**config.mk**
```make
export PLATFORM = sky130hd
export DESIGN_NAME = hazard_ctrl_p
export DESIGN_NICKNAME = d
export VERILOG_FILES = /design/src/rtl/hazard_ctrl_p.sv
export SDC_FILE = /design/constraint.sdc
export NUM_CORES = 1
export LEC_CHECK = 0
export BUFFER_PORTS_ARGS = -buffer_cell sky130_fd_sc_hd__buf_2
export CAP_MARGIN = 10
export CORE_MARGIN = 3
export CORE_UTILIZATION = 30
export CTS_CLUSTER_SIZE = 20
export DETAILED_ROUTE_END_ITERATION = 10
export GPL_TIMING_DRIVEN = 0
export PLACE_DENSITY_LB_ADDON = 0.1
export SYNTH_ARGS = -nofsm -noshare
export SYNTH_HDL_FRONTEND = slang
export SYNTH_SLANG_ARGS = --single-unit
```
**constraint.sdc**
```tcl
create_clock -name clk -period 2.3 [get_ports clk]
set_clock_uncertainty 0.2 [all_clocks]
set_input_delay 0.23 -clock clk [delete_from_list [all_inputs] [get_ports clk]]
set_output_delay 0.23 -clock clk [all_outputs]
set_load 0.01 [all_outputs]
```
**src/rtl/hazard_ctrl_p.sv**
```systemverilog
// Pipeline stall/flush controller: load-latency scoreboard, HI/LO busy tracking,
// multi-cycle trap flush sequencer and a saturating hazard-stall counter.
module hazard_ctrl_p #(
  parameter int LOAD_LAT     = 1,
  parameter int FLUSH_CYCLES = 1,
  parameter int AW           = 5,
  parameter int CNT_W        = 16
) (
  input  logic             clk,
  input  logic             rst_n,
  input  logic             pause,
  input  logic             id_valid,
  input  logic [AW-1:0]    id_rs_addr,
  input  logic             id_rs_en,
  input  logic [AW-1:0]    id_rt_addr,
  input  logic             id_rt_en,
  input  logic             id_memtoreg,
  input  logic [AW-1:0]    id_regdst_addr,
  input  logic             id_mc_start,
  input  logic             id_uses_hilo,
  input  logic             mc_done,
  input  logic             id_is_branch,
  input  logic             id_bpu_wen_h,
  input  logic             id_syscall,
  input  logic             id_eret,
  input  logic             cp0_interrupt_i,
  input  logic             cp0_exception_tlb_i,
  input  logic             cp0_exception_tlb_byinstr_i,
  output logic             pa_pc_ifid_o,
  output logic             pa_idexmemwr_o,
  output logic             wash_ifid_o,
  output logic             wash_idex_o,
  output logic             wash_exmem_o,
  output logic             wash_memwr_o,
  output logic             flush_busy_o,
  output logic [CNT_W-1:0] stall_cnt_o
);

  typedef enum logic {S_RUN = 1'b0, S_FLUSH = 1'b1} state_e;

  localparam int FW = (FLUSH_CYCLES > 1) ? $clog2(FLUSH_CYCLES) : 1;

  logic [LOAD_LAT-1:0]         sb_v_q, sb_v_d;
  logic [LOAD_LAT-1:0][AW-1:0] sb_a_q, sb_a_d;
  logic                        mc_busy_q, mc_busy_d;
  state_e                      state_q, state_d;
  logic [FW-1:0]               fcnt_q, fcnt_d;
  logic [CNT_W-1:0]            stall_cnt_q, stall_cnt_d;

  logic load_hit, hazard, trap, dtlb, in_flush, issue, wash_ifid, wash_idex;

  // Entries never hold r0, so a read of r0 can never match.
  always_comb begin
    load_hit = 1'b0;
    for (int i = 0; i < LOAD_LAT; i++) begin
      if (sb_v_q[i] && ((id_rs_en && sb_a_q[i] == id_rs_addr) ||
                        (id_rt_en && sb_a_q[i] == id_rt_addr))) begin
        load_hit = 1'b1;
      end
    end
    load_hit = load_hit & id_valid;
  end

  assign hazard   = load_hit | (id_valid & id_uses_hilo & mc_busy_q);
  assign dtlb     = cp0_exception_tlb_i & ~cp0_exception_tlb_byinstr_i;
  assign trap     = (id_valid & (id_syscall | id_eret)) | cp0_exception_tlb_i | cp0_interrupt_i;
  assign in_flush = (state_q == S_FLUSH);

  always_comb begin
    wash_ifid = 1'b0;
    if (!pause && !hazard) begin
      wash_ifid = in_flush | trap | (id_is_branch & id_bpu_wen_h);
    end
  end

  assign wash_idex = ~pause & (hazard | dtlb | in_flush);
  assign issue     = id_valid & ~pause & ~hazard & ~wash_idex;

  assign pa_pc_ifid_o   = rst_n & (pause | hazard);
  assign pa_idexmemwr_o = rst_n & pause;
  assign wash_ifid_o    = rst_n & wash_ifid;
  assign wash_idex_o    = rst_n & wash_idex;
  assign wash_exmem_o   = rst_n & ~pause & dtlb;
  assign wash_memwr_o   = rst_n & ~pause & dtlb;
  assign flush_busy_o   = rst_n & in_flush;
  assign stall_cnt_o    = rst_n ? stall_cnt_q : '0;

  always_comb begin
    sb_v_d      = sb_v_q;
    sb_a_d      = sb_a_q;
    mc_busy_d   = mc_busy_q;
    state_d     = state_q;
    fcnt_d      = fcnt_q;
    stall_cnt_d = stall_cnt_q;

    if (!pause) begin
      for (int i = LOAD_LAT - 1; i > 0; i--) begin
        sb_v_d[i] = sb_v_q[i-1];
        sb_a_d[i] = sb_a_q[i-1];
      end
      sb_v_d[0] = issue & id_memtoreg & (id_regdst_addr != '0);
      sb_a_d[0] = id_regdst_addr;
    end

    // A new mul/div issuing in the same cycle the old one finishes keeps busy set.
    if (issue && id_mc_start) begin
      mc_busy_d = 1'b1;
    end else if (mc_done) begin
      mc_busy_d = 1'b0;
    end

    case (state_q)
      S_RUN: begin
        if (FLUSH_CYCLES > 1 && !pause && !hazard && trap) begin
          state_d = S_FLUSH;
          fcnt_d  = FW'(FLUSH_CYCLES - 1);
        end
      end
      S_FLUSH: begin
        if (!pause) begin
          if (fcnt_q == FW'(1)) begin
            state_d = S_RUN;
            fcnt_d  = '0;
          end else begin
            fcnt_d = fcnt_q - FW'(1);
          end
        end
      end
      default: begin
        state_d = S_RUN;
        fcnt_d  = '0;
      end
    endcase

    if (!pause && hazard && stall_cnt_q != '1) begin
      stall_cnt_d = stall_cnt_q + CNT_W'(1);
    end
  end

  always_ff @(posedge clk or negedge rst_n) begin
    if (!rst_n) begin
      sb_v_q      <= '0;
      sb_a_q      <= '0;
      mc_busy_q   <= 1'b0;
      state_q     <= S_RUN;
      fcnt_q      <= '0;
      stall_cnt_q <= '0;
    end else begin
      sb_v_q      <= sb_v_d;
      sb_a_q      <= sb_a_d;
      mc_busy_q   <= mc_busy_d;
      state_q     <= state_d;
      fcnt_q      <= fcnt_d;
      stall_cnt_q <= stall_cnt_d;
    end
  end

endmodule
```
### Yosys cells after proc, flatten, opt, wreduce, memory -nomap -nowiden

Cells that the tools add are included.

* flip-flop bits (word level): 25
* logic and storage cells: 65

* $add $sub $neg: 2
* eq/ne operators: 3
* multiplexer cells: 9
* bitwise operators: 32
* reduce and logical (&&, ||, !) cells: 13

Operator list (count)
* $and A1 B1 Y1: 19
* $add A16 B1 Y16 const B: 1
* $mux W16: 1
* $ne A16 B16 Y1 const B: 1
* $eq A5 B5 Y1: 2
* $or A1 B1 Y1: 9
* $mux W1: 8
* $logic_and A1 B1 Y1: 7
* $reduce_bool A5 Y1: 1
* $not A1 Y1: 4
* $logic_not A1 Y1: 2
* $reduce_and A2 Y1: 1
* $reduce_bool A2 Y1: 1
* $logic_or A1 B1 Y1: 1
* $sub A1 B1 Y1 const B: 1

### Longest topological paths before layout

Gate-level depths: netlist of run 1.

* word-level depth: 14
* gate-level depth with buffers: 8
* gate-level depth less buffers: 7

### Worst setup path before layout of run 1

Ideal clock, no wire load.

* kind: register -> register
* start: register sb_a_q[3] in the netlist's numbering
* end: register stall_cnt_q[14]
* setup time: 0.123 ns
* arrival time: 1.664 ns
* path slack: 0.313 ns
* stages on the path, launching flop included: 8
* path buffers: 1
* clock period less this slack: 1.987 ns
* cells stage by stage: dfrtp_1 > xor2_1 > nor4_2 > nand4_2 > a31oi_4 > buf_6 > nand4_1 > xnor2_1

* cells in the longest elaborated chain, start to end: 9
* elaborated cells between the ends (all ways): 11
* classes of those cells: 2 x eq/ne; 1 x mux; 2 x bitwise; 6 x reduce/logical

Ends and longest elaborated chain
* start, declared: line 44 `logic [LOAD_LAT-1:0][AW-1:0] sb_a_q, sb_a_d;`
* start signal, assigned: line 143 `sb_a_q <= '0;`
* start signal, assigned: line 150 `sb_a_q <= sb_a_d;`
* $eq A5 B5 Y1, on equally long branches: line 56, 57
* $logic_and A1 B1 Y1, on equally long branches: line 56, 57
* $logic_or A1 B1 Y1 *: line 56 `if (sb_v_q[i] && ((id_rs_en && sb_a_q[i] == id_rs_addr) ||`
* $logic_and A1 B1 Y1 *: line 56
* $mux W1 *: line 56
* $and A1 B1 Y1 *: line 61 `load_hit = load_hit & id_valid;`
* $or A1 B1 Y1 *: line 64 `assign hazard = load_hit | (id_valid & id_uses_hilo & mc_busy_q);`
* $logic_and A1 B1 Y1 * (2 in series): line 135 `if (!pause && hazard && stall_cnt_q != '1) begin`
* end signal, assigned: line 154 `stall_cnt_q <= stall_cnt_d;`
* end, declared: line 48 `logic [CNT_W-1:0] stall_cnt_q, stall_cnt_d;`

Every way passes the cells marked *; elsewhere a longest branch is shown, timed or not.
A chain may end at the register's enable or synchronous reset.

### Worst setup path after layout of run 1

* start: register sb_a_q[3] in the netlist's numbering
* end: output wash_idex_o

* cells in the longest elaborated chain, start to end: 11
* elaborated cells between the ends (all ways): 13
* classes of those cells: 2 x eq/ne; 1 x mux; 6 x bitwise; 4 x reduce/logical

Ends and longest elaborated chain
* $eq A5 B5 Y1, on equally long branches: line 56, 57
* $logic_and A1 B1 Y1, on equally long branches: line 56, 57
* $logic_or A1 B1 Y1 *: line 56
* $logic_and A1 B1 Y1 *: line 56
* $mux W1 *: line 56
* $and A1 B1 Y1 *: line 61
* $or A1 B1 Y1 *: line 64
* $or A1 B1 Y1 * (2 in series): line 76 `assign wash_idex = ~pause & (hazard | dtlb | in_flush);`
* $and A1 B1 Y1 *: line 76
* $and A1 B1 Y1 *: line 82 `assign wash_idex_o = rst_n & wash_idex;`
* end, declared: line 32 `output logic wash_idex_o,`

Marks and branches as above.

==> flow_metrics.tcl, run 1 <==
set metrics [dict create \
    crit_path_end_kind "primary output" \
    setup_ws_ns 0.0201 \
    wl_mm 3.33 \
    initial_core_util_pct 31.8 \
    io_buffer_count 53 \
    htree_levels 1 \
    final_cells 254 \
    globalRouteOverflowTotal 0 \
    viasPerCell 4.78 \
    areaGrowthSynthToFinish_pct 31.8 \
    p_int_uw 684 \
    drtAntennaViolNets 0 \
    synthAdderAreaFrac_pct 0.879 \
    holdBufCountCts 2 \
    synth_ff_type "dfrtp_1" \
    setup_viol 0 \
    dpl.hpwl_mm 2.53 \
    utilization_pct 41.9 \
    path_buf_inv 1 \
    cts_buffers 3 \
    path_max_fanout 3 \
    dp_cells 242 \
    fp.dieH_um 74.9 \
    required_ns 1.87 \
    synth_top_area_share_pct 43.9 \
    cp_cell_sequence "xor2_1, nor4_2, nand4_2, nand3_2, and2_4, o311a_1, buf_2" \
    coreArea_um2 4470 \
    top_usage_layer "met2" \
    fin_crit_ns 2.28 \
    dpl_worst_slack_ns 0.106 \
    synth_xor_area_share_pct 16.0 \
    powerDensity_nw_per_um2 496 \
    drc 0 \
    seqPwrFrac_pct 54.3 \
    power_leakage_uw 0.000947 \
    power_frac_clock_pct 27.6 \
    syn_inst 137 \
    postSynthAreaPerCell_um2 10.4 \
    power_uw 930 \
    fin_crit_sh_pct 99.1 \
    yosysTopAreaCell "dfrtp_1" \
    die_w_um 74.9 \
    n_antenna_cell 0 \
    gp_congestion 0.738 \
    clockRootBuffer "clkbuf_8" \
    synth_edf_count 0 \
    rsz0062_at_grt "yes" \
    start_kind "flip-flop" \
    grt_pass1_vias 1194 \
    cp_top_family "simple AND/OR/NAND/NOR gates" \
    antenna_found_initial 0 \
    slew_headroom_pct 56.9 \
    arrival_ns 1.85 \
    synth_top_family_by_area "simple AND/OR/NAND/NOR gates" \
    grt_pass1_wl_mm 5.30 \
    combPwrFrac_pct 18.1 \
    critical_path_class "reg2out" \
    cts_tree "built" \
    hold_ws_ns -0.216 \
    grt_use_met3_pct 2.14 \
    yosys_register_bits 25 \
    hp-class "in2async" \
    cp_slowest_cell "dfrtp_1" \
    ys_warn_count 0 \
    fmax_mhz 439 \
    drt-pass1-iter-count 4 \
    synth-simple-area-share_pct 24.7 \
    vias 1214 \
    grtUsageMet2_pct 20.9 \
    row_count 24 \
    post_drt_wl_per_cell_um 13.1 \
    drive_above_1_share_pct 38.6 \
    drt_iter0_drc 33 \
    synth_cell_types 33 \
    worstSkewPairLatency_ns 0.26 \
    syn_nets 170 \
    worst_pin_slew_ns 0.646 \
    slew_violations 0 \
    violations "negative hold slack" \
    peakVddDrop_mv 0.249 \
    p_sw_uw 247 \
    grt_max_degree 30 \
    slowest_delay_ns 0.42 \
    grt.total_usage_pct 12.3 \
    cts_max_path_buffers 2 \
    status "finished, violations left" \
    syn_area_um2 1420 \
    setup_tns_ns 0 \
    swShare_pct 26.5 \
    async_reset_ff_share_pct 100 \
    io_pins 55 \
    cts_sinks 25 \
    max_cap_violations 0 \
    ys_top_cells_by_area "dfrtp_1 (44%), xnor2_1 (10%), and2_1 (8.3%)" \
    dieArea_um2 5610 \
    synth_compound_area_share_pct 6.50 \
    cts.reportedPaths.clkPinSlew_ns 0.08 \
    hold_viol 25 \
    synthMuxAreaShare_pct 4.75 \
    use_met1_pct 15.6 \
    synth_seq_area_share_pct 43.9 \
    fin_nets 236 \
]
-- area by class of cell --
class                           count  area (µm²)
Sequential cell                    25         626
Multi-Input combinational cell    103         764
Buffer                              6        35.0
Clock buffer                        4        45.0
Timing Repair Buffer               61         330
Tap cell                           52        65.1
Inverter                            3        11.3
Fill cell                         442        2600
-- synthesized netlist by cell type (2+ instances only) --
cell type,instances
nand4_1,10
xor2_1,9
xnor2_1,17
nand2_1,11
and3_1,7
dfrtp_1,25
o21ai_0,2
nand3_1,3
clkbuf_1,3
or4_1,2
mux2_2,6
inv_1,3
and2_1,19
-- power groups by stage --
stage               registers, µW  clock network [µW]  logic [µW]
floorplan                     506                   0        97.8
global placement              513                   0         163
detailed placement            514                   0         165
CTS                           506                 271         170
global route                  511                 290         188
finish                        505                 257         168
-- what timing repair did --
action / CTS / global route
buffers inserted: 2 / 4
setup endpoints to repair: 3 / 13
gates resized for setup: 2 / 1
hold endpoints to repair: 26 / 25
pin swaps: 7 / 4
-- registers in the layout (all words and copies together) (netlist names) --
| name | flops |
|---|---|
| sb_a_q | 5 |
| in_flush | 1 |
| fcnt_q | 1 |
| mc_busy_q | 1 |
| sb_v_q | 1 |
| stall_cnt_q | 16 |
-- final timing paths --
kind,startpoint,cells after the start,slack [ns],end
max in group asynchronous,rst_n,1,1.70,sb_a_q[0]
min in group clk,id_regdst_addr[0],2,0.01,sb_a_q[0]
max reg2reg,sb_a_q[0],7,0.09,stall_cnt_q[1]
min,rst_n,1,-0.22,mc_busy_q
min reg2reg,fcnt_q,1,0.27,fcnt_q
max,sb_a_q[3],7,0.02,wash_idex_o
-- layout by cell type, fill, tap and decap left out, types with 2 or more instances in the layout --
cell            n
buf_2          54
dfrtp_1        25
and2_1         18
xnor2_1        17
nand2_1        11
nand4_1        10
xor2_1          9
and3_1          7
buf_4           7
mux2_2          6
clkbuf_1        4
inv_1           3
clkbuf_8        3
o21ai_0         2
nand3_1         2
or4_1           2
dlygate4sd3_1   2
-- cells by family after synthesis --
group / after synthesis
fa+ha+maj: 1
flops: 25
simple gates: 59
xor+xnor: 26
buf+inv: 9
compound gates: 11
mux: 6
-- per-stage QoR --
stage          cell area [µm²]  hold WS [ns]
3_5_place_dp              1750        0.0927
3_3_place_gp              1750        0.0826
4_1_cts                   1840        -0.206
2_1_floorplan             1420        -0.266
6_report                  1880        -0.216
5_1_grt                   1880        -0.180
-- routing by layer --
metal / part of all wire (%) / routed length [µm]
met1: 46 / 1520
met2: 48 / 1600
met4: 0.69 / 23
met5: 0 / 0
met3: 5.6 / 185
-- worst reg2reg max path, cell delays in order, from the launching register on --
cell     delay (ns)
dfrtp_1        0.42
xor2_1         0.15
nor4_1         0.26
nand4_1        0.17
buf_4          0.18
a31oi_4        0.24
buf_4          0.15
mux2_2         0.32
No activity file was read; power rests on OpenSTA's default activity.
==> inputs of run 2 (changes only) <==
--- a/config.mk
+++ b/config.mk
@@ -13,6 +13,7 @@
 export DETAILED_ROUTE_END_ITERATION = 10
 export GPL_TIMING_DRIVEN = 0
 export PLACE_DENSITY_LB_ADDON = 0.1
+export RECOVER_POWER = 50
 export SYNTH_ARGS = -nofsm -noshare
 export SYNTH_HDL_FRONTEND = slang
 export SYNTH_SLANG_ARGS = --single-unit
==> run 2 against run 1 <==
  * The run still ends with negative hold slack left
  * Design area down 0.13%
  * Register-to-register slack about the same
  * Non-clock buffer count unchanged
  * Global-route usage unchanged
  * Clock-buffer cell count unchanged
  * Critical path type unchanged
  * Highest routed layer unchanged
==> flow_metrics.tcl, run 2 (synthesized netlist as in run 1, its figures left out) <==
set metrics [dict create \
    status "finished, violations left" \
    violations "negative hold slack" \
    dieArea_um2 5610 \
    drive_above_1_share_pct 37.6 \
    fin_crit_ns 2.28 \
    place_area_um2 1750 \
    layout_common_cells "buf_2 (52), dfrtp_1 (25), and2_1 (18)" \
    drc 0 \
    worstReg2RegStart "sb_a_q[0]" \
    grt_pass1_vias 1194 \
    htree_levels 1 \
    powerDensity_nw_per_um2 496 \
    largest_reg_flops 16 \
    top_usage_layer "met2" \
    viasPerCell 4.78 \
    register_area_um2 626 \
    row_count 24 \
    io_buffer_count 53 \
    drt_iter0_drc 33 \
    fin_nets 236 \
    path_max_fanout 3 \
    fin_crit_sh_pct 99.1 \
    crit_path_end_kind "primary output" \
    power_uw 930 \
    globalRouteOverflowTotal 0 \
    fill_cells 444 \
    grt_pass1_wl_mm 5.30 \
    io_pins 55 \
    antenna_found_initial 0 \
    cts_tree "built" \
    grt_max_degree 30 \
    required_ns 1.87 \
    use_met1_pct 15.6 \
    dp_cells 242 \
    power_leakage_uw 0.000938 \
    holdBufCountCts 2 \
    gp_congestion 0.738 \
    drt-pass1-iter-count 4 \
    setup_viol 0 \
    cts_max_path_buffers 2 \
    worst_pin_slew_ns 0.646 \
    initial_core_util_pct 31.8 \
    drtAntennaViolNets 0 \
    areaGrowthSynthToFinish_pct 31.6 \
    rsz0062_at_grt "yes" \
    fmax_mhz 439 \
    clockRootBuffer "clkbuf_8" \
    n_antenna_cell 0 \
    coreArea_um2 4470 \
    critical_path_class "reg2out" \
    cts_buffers 3 \
    hold_ws_ns -0.216 \
    worstSkewPairLatency_ns 0.26 \
    max_cap_violations 0 \
    arrival_ns 1.85 \
    slew_violations 0 \
    utilization_pct 41.9 \
    hold_viol 25 \
    die_w_um 74.9 \
    r2r.worst_path.cells 7 \
    cts.reportedPaths.clkPinSlew_ns 0.08 \
    vias 1214 \
    wl_mm 3.34 \
    fp.dieH_um 74.9 \
    hp-class "in2async" \
    grt.total_usage_pct 12.3 \
    setup.worst_path.start "sb_a_q[3]" \
    final_area_um2 1870 \
    dpl.hpwl_mm 2.53 \
    final_common_cell "buf_2" \
    reg_top3 "stall_cnt_q x16, sb_a_q x5" \
    slew_headroom_pct 56.9 \
    grtUsageMet2_pct 20.9 \
    peakVddDrop_mv 0.249 \
    cts_sinks 25 \
    top_register "stall_cnt_q" \
    multi_input_area_um2 764 \
    final_cells 254 \
    r2r-end "stall_cnt_q[1]" \
    start_kind "flip-flop" \
    grt_use_met3_pct 2.14 \
    rrSetupSlack_ns 0.09 \
    post_drt_wl_per_cell_um 13.1 \
]
run 2: how the worst max path moves through the flow:
stage	endpoint	slack, ns
after floorplan	stall_cnt_q[14]	0.31
after global placement	stall_cnt_q[4]	0.1
after detailed placement	stall_cnt_q[4]	0.11
after CTS	wash_idex_o	-0.02
after global routing	wash_idex_o	-0.1
final	wash_idex_o	0.02
run 2: report_power, final:
group | total, µW | switching, µW | internal, µW
clock network | 257 | 133 | 124
registers | 505 | 34.0 | 471
logic | 168 | 79.8 | 88.3
total | 930 | 247 | 683
run 2: timing repair:
item / CTS / global route
hold endpoints to repair: 26 / 25
endpoints found under the setup margin: 3 / 13
pin swaps: 7 / 4
buffers inserted: 2 / 4
gates resized for setup: 2 / 1
run 2: metrics by stage:
| stage | setup TNS (ns) | worst slack, ns |
|---|---|---|
| 6_report | 0 | 0.0201 |
| 5_1_grt | -0.145 | -0.0995 |
| 4_1_cts | -0.0174 | -0.0174 |
| 3_5_place_dp | 0 | 0.106 |
| 3_3_place_gp | 0 | 0.0965 |
| 2_1_floorplan | 0 | 0.313 |
run 2: final cells by class:
type	instances	area share, %
buffer	6	1.87
clock buffer	4	2.40
inverter	3	0.601
multi-input combinational	103	40.8
sequential	25	33.4
tap	52	3.47
timing repair buffer	61	17.5
run 2: critical path, stage by stage (launching register included):
cell and delay [ns]:
dfrtp_1 0.42, xor2_1 0.18, nor4_2 0.29, nand4_2 0.15, nand3_2 0.11, and2_4 0.15
o311a_1 0.16, buf_2 0.13
run 2: metal layers:
| metal | part of all wire (%) | vias up |
|---|---|---|
| li1 | - | 606 |
| met5 | 0 | - |
| met3 | 5.6 | 2 |
| met4 | 0.69 | 0 |
| met2 | 48 | 30 |
| met1 | 46 | 576 |
==> inputs of run 3 (changes only) <==
--- a/config.mk
+++ b/config.mk
@@ -9,6 +9,7 @@
 export CAP_MARGIN = 10
 export CORE_MARGIN = 3
 export CORE_UTILIZATION = 30
+export CTS_CLUSTER_DIAMETER = 120
 export CTS_CLUSTER_SIZE = 20
 export DETAILED_ROUTE_END_ITERATION = 10
 export GPL_TIMING_DRIVEN = 0
==> constraint.sdc (replaced) <==
create_clock -name clk -period 2.93 [get_ports clk]
set_clock_uncertainty 0.2 [all_clocks]
set_input_delay 0.293 -clock clk [delete_from_list [all_inputs] [get_ports clk]]
set_output_delay 0.293 -clock clk [all_outputs]
set_load 0.01 [all_outputs]
==> run 3 against run 2 <==
  * The flow now finishes without violations
  * Design area fell by 4.1%
  * Final cell count fell by 2.4%
  * Non-clock buffer count fell by 6
  * Largest cell class unchanged
  * Largest power group unchanged
==> flow_metrics.tcl, run 3 (synthesized netlist as in run 1, its figures left out) <==
set metrics [dict create \
    status "finished, final reports clean" \
    setup_viol 0 \
    clockRootBuffer "clkbuf_8" \
    cts_tree "built" \
    grt_pass1_wl_mm 5.26 \
    final_common_cell "buf_2" \
    peakVddDrop_mv 0.196 \
    n_antenna_cell 0 \
    dieArea_um2 5610 \
    cts_buffers 3 \
    cts_sinks 25 \
    grt_max_degree 30 \
    drc 0 \
    critical_path_class "in2out" \
    largest_reg_flops 16 \
    dpl_worst_slack_ns 0.711 \
    place_area_um2 1750 \
    setup_tns_ns 0 \
    multi_input_area_um2 731 \
    areaGrowthSynthToFinish_pct 26.3 \
    globalRouteOverflowTotal 0 \
    die_w_um 74.9 \
    drt_iter0_drc 27 \
    drt-pass1-iter-count 4 \
    worst_pin_slew_ns 0.685 \
    reg_top3 "stall_cnt_q x16, sb_a_q x5" \
    arrival_ns 2.10 \
    max_cap_violations 0 \
    gp_congestion 0.738 \
    setup_ws_ns 0.341 \
    grt_pass1_vias 1179 \
    cts_max_path_buffers 2 \
    initial_core_util_pct 31.8 \
    fin_crit_ns 2.59 \
    vias 1172 \
    fin_crit_sh_pct 88.4 \
    drive_above_1_share_pct 34.2 \
    start_kind "primary input" \
    register_area_um2 626 \
    fin_nets 230 \
    fmax_mhz 386 \
    io_buffer_count 53 \
    slew_headroom_pct 54.1 \
    power_leakage_uw 0.000908 \
    slew_violations 0 \
    io_pins 55 \
    fp.dieH_um 74.9 \
    drtAntennaViolNets 0 \
    final_area_um2 1800 \
    cts.reportedPaths.clkPinSlew_ns 0.08 \
    powerDensity_nw_per_um2 402 \
    layout_common_cells "buf_2 (54), dfrtp_1 (25), and2_1 (19)" \
    top_register "stall_cnt_q" \
    path_max_fanout 29 \
    hold_viol 0 \
    crit_path_end_kind "primary output" \
    hp-class "in2reg" \
    required_ns 2.44 \
    dpl.hpwl_mm 2.53 \
    antenna_found_initial 0 \
    viasPerCell 4.73 \
    row_count 24 \
    fill_cells 441 \
    grt.total_usage_pct 12.3 \
    htree_levels 1 \
    worstSkewPairLatency_ns 0.26 \
    rsz0062_at_grt "no" \
    coreArea_um2 4470 \
    wl_mm 3.32 \
    post_drt_wl_per_cell_um 13.4 \
]
[run 3: final cells by class]
| cell class | instances | share of cell area [%] |
|---|---|---|
| plain buffers | 6 | 1.95 |
| clock buffers | 4 | 2.51 |
| inverters | 3 | 0.626 |
| multi-input cells | 103 | 40.6 |
| flip-flops and latches | 25 | 34.8 |
| well taps | 52 | 3.62 |
| repair buffers | 55 | 15.9 |
[run 3: through the flow]
step	hold WS, ns	power (µW)	cells	util, %
floorplan	-0.203	474	137	-
global placement	0.146	531	242	39.2
detailed placement	0.156	533	242	39.2
CTS	0.0458	742	248	40.7
global route	0.0639	772	248	40.2
finish	0.0577	724	248	40.2
[run 3: worst max-delay path, cell delays in order]
cell and delay, ns:
dlygate4sd3_1 0.53, buf_2 0.53, clkbuf_1 0.35, o311a_1 0.24, buf_2 0.13
[run 3: what timing repair did]
action,4_1_cts,5_1_grt
hold buffers,2,0
gates resized for setup,0,0
endpoints found under the hold margin,26,0
setup buffers,0,0
[run 3: worst paths after layout]
kind | startpoint | endpoint | slack (ns) | depth (start not counted)
worst max-delay path | rst_n | wash_idex_o | 0.34 | 5
worst min-delay path | id_mc_start | mc_busy_q | 0.06 | 3
worst max register to register | sb_a_q[3] | stall_cnt_q[4] | 0.47 | 7
worst min register to register | fcnt_q | fcnt_q | 0.27 | 1
max in group asynchronous | rst_n | sb_a_q[0] | 1.71 | 2
min in group asynchronous | rst_n | sb_a_q[3] | 0.40 | 2
[run 3: metal layers]
| metal | vias to the layer above | wire (µm) | track usage (%) |
|---|---|---|---|
| met2 | 26 | 1570 | 20.9 |
| met5 | - | 0 | 0 |
| met3 | 2 | 167 | 2.00 |
| met1 | 553 | 1560 | 15.5 |
| li1 | 591 | - | - |
| met4 | 0 | 23 | 4.74 |
[run 3: where the power goes]
part | internal [µW] | switching (µW)
Clock | 97.0 | 103
Combinational | 66.7 | 60.1
Sequential | 370 | 27.1
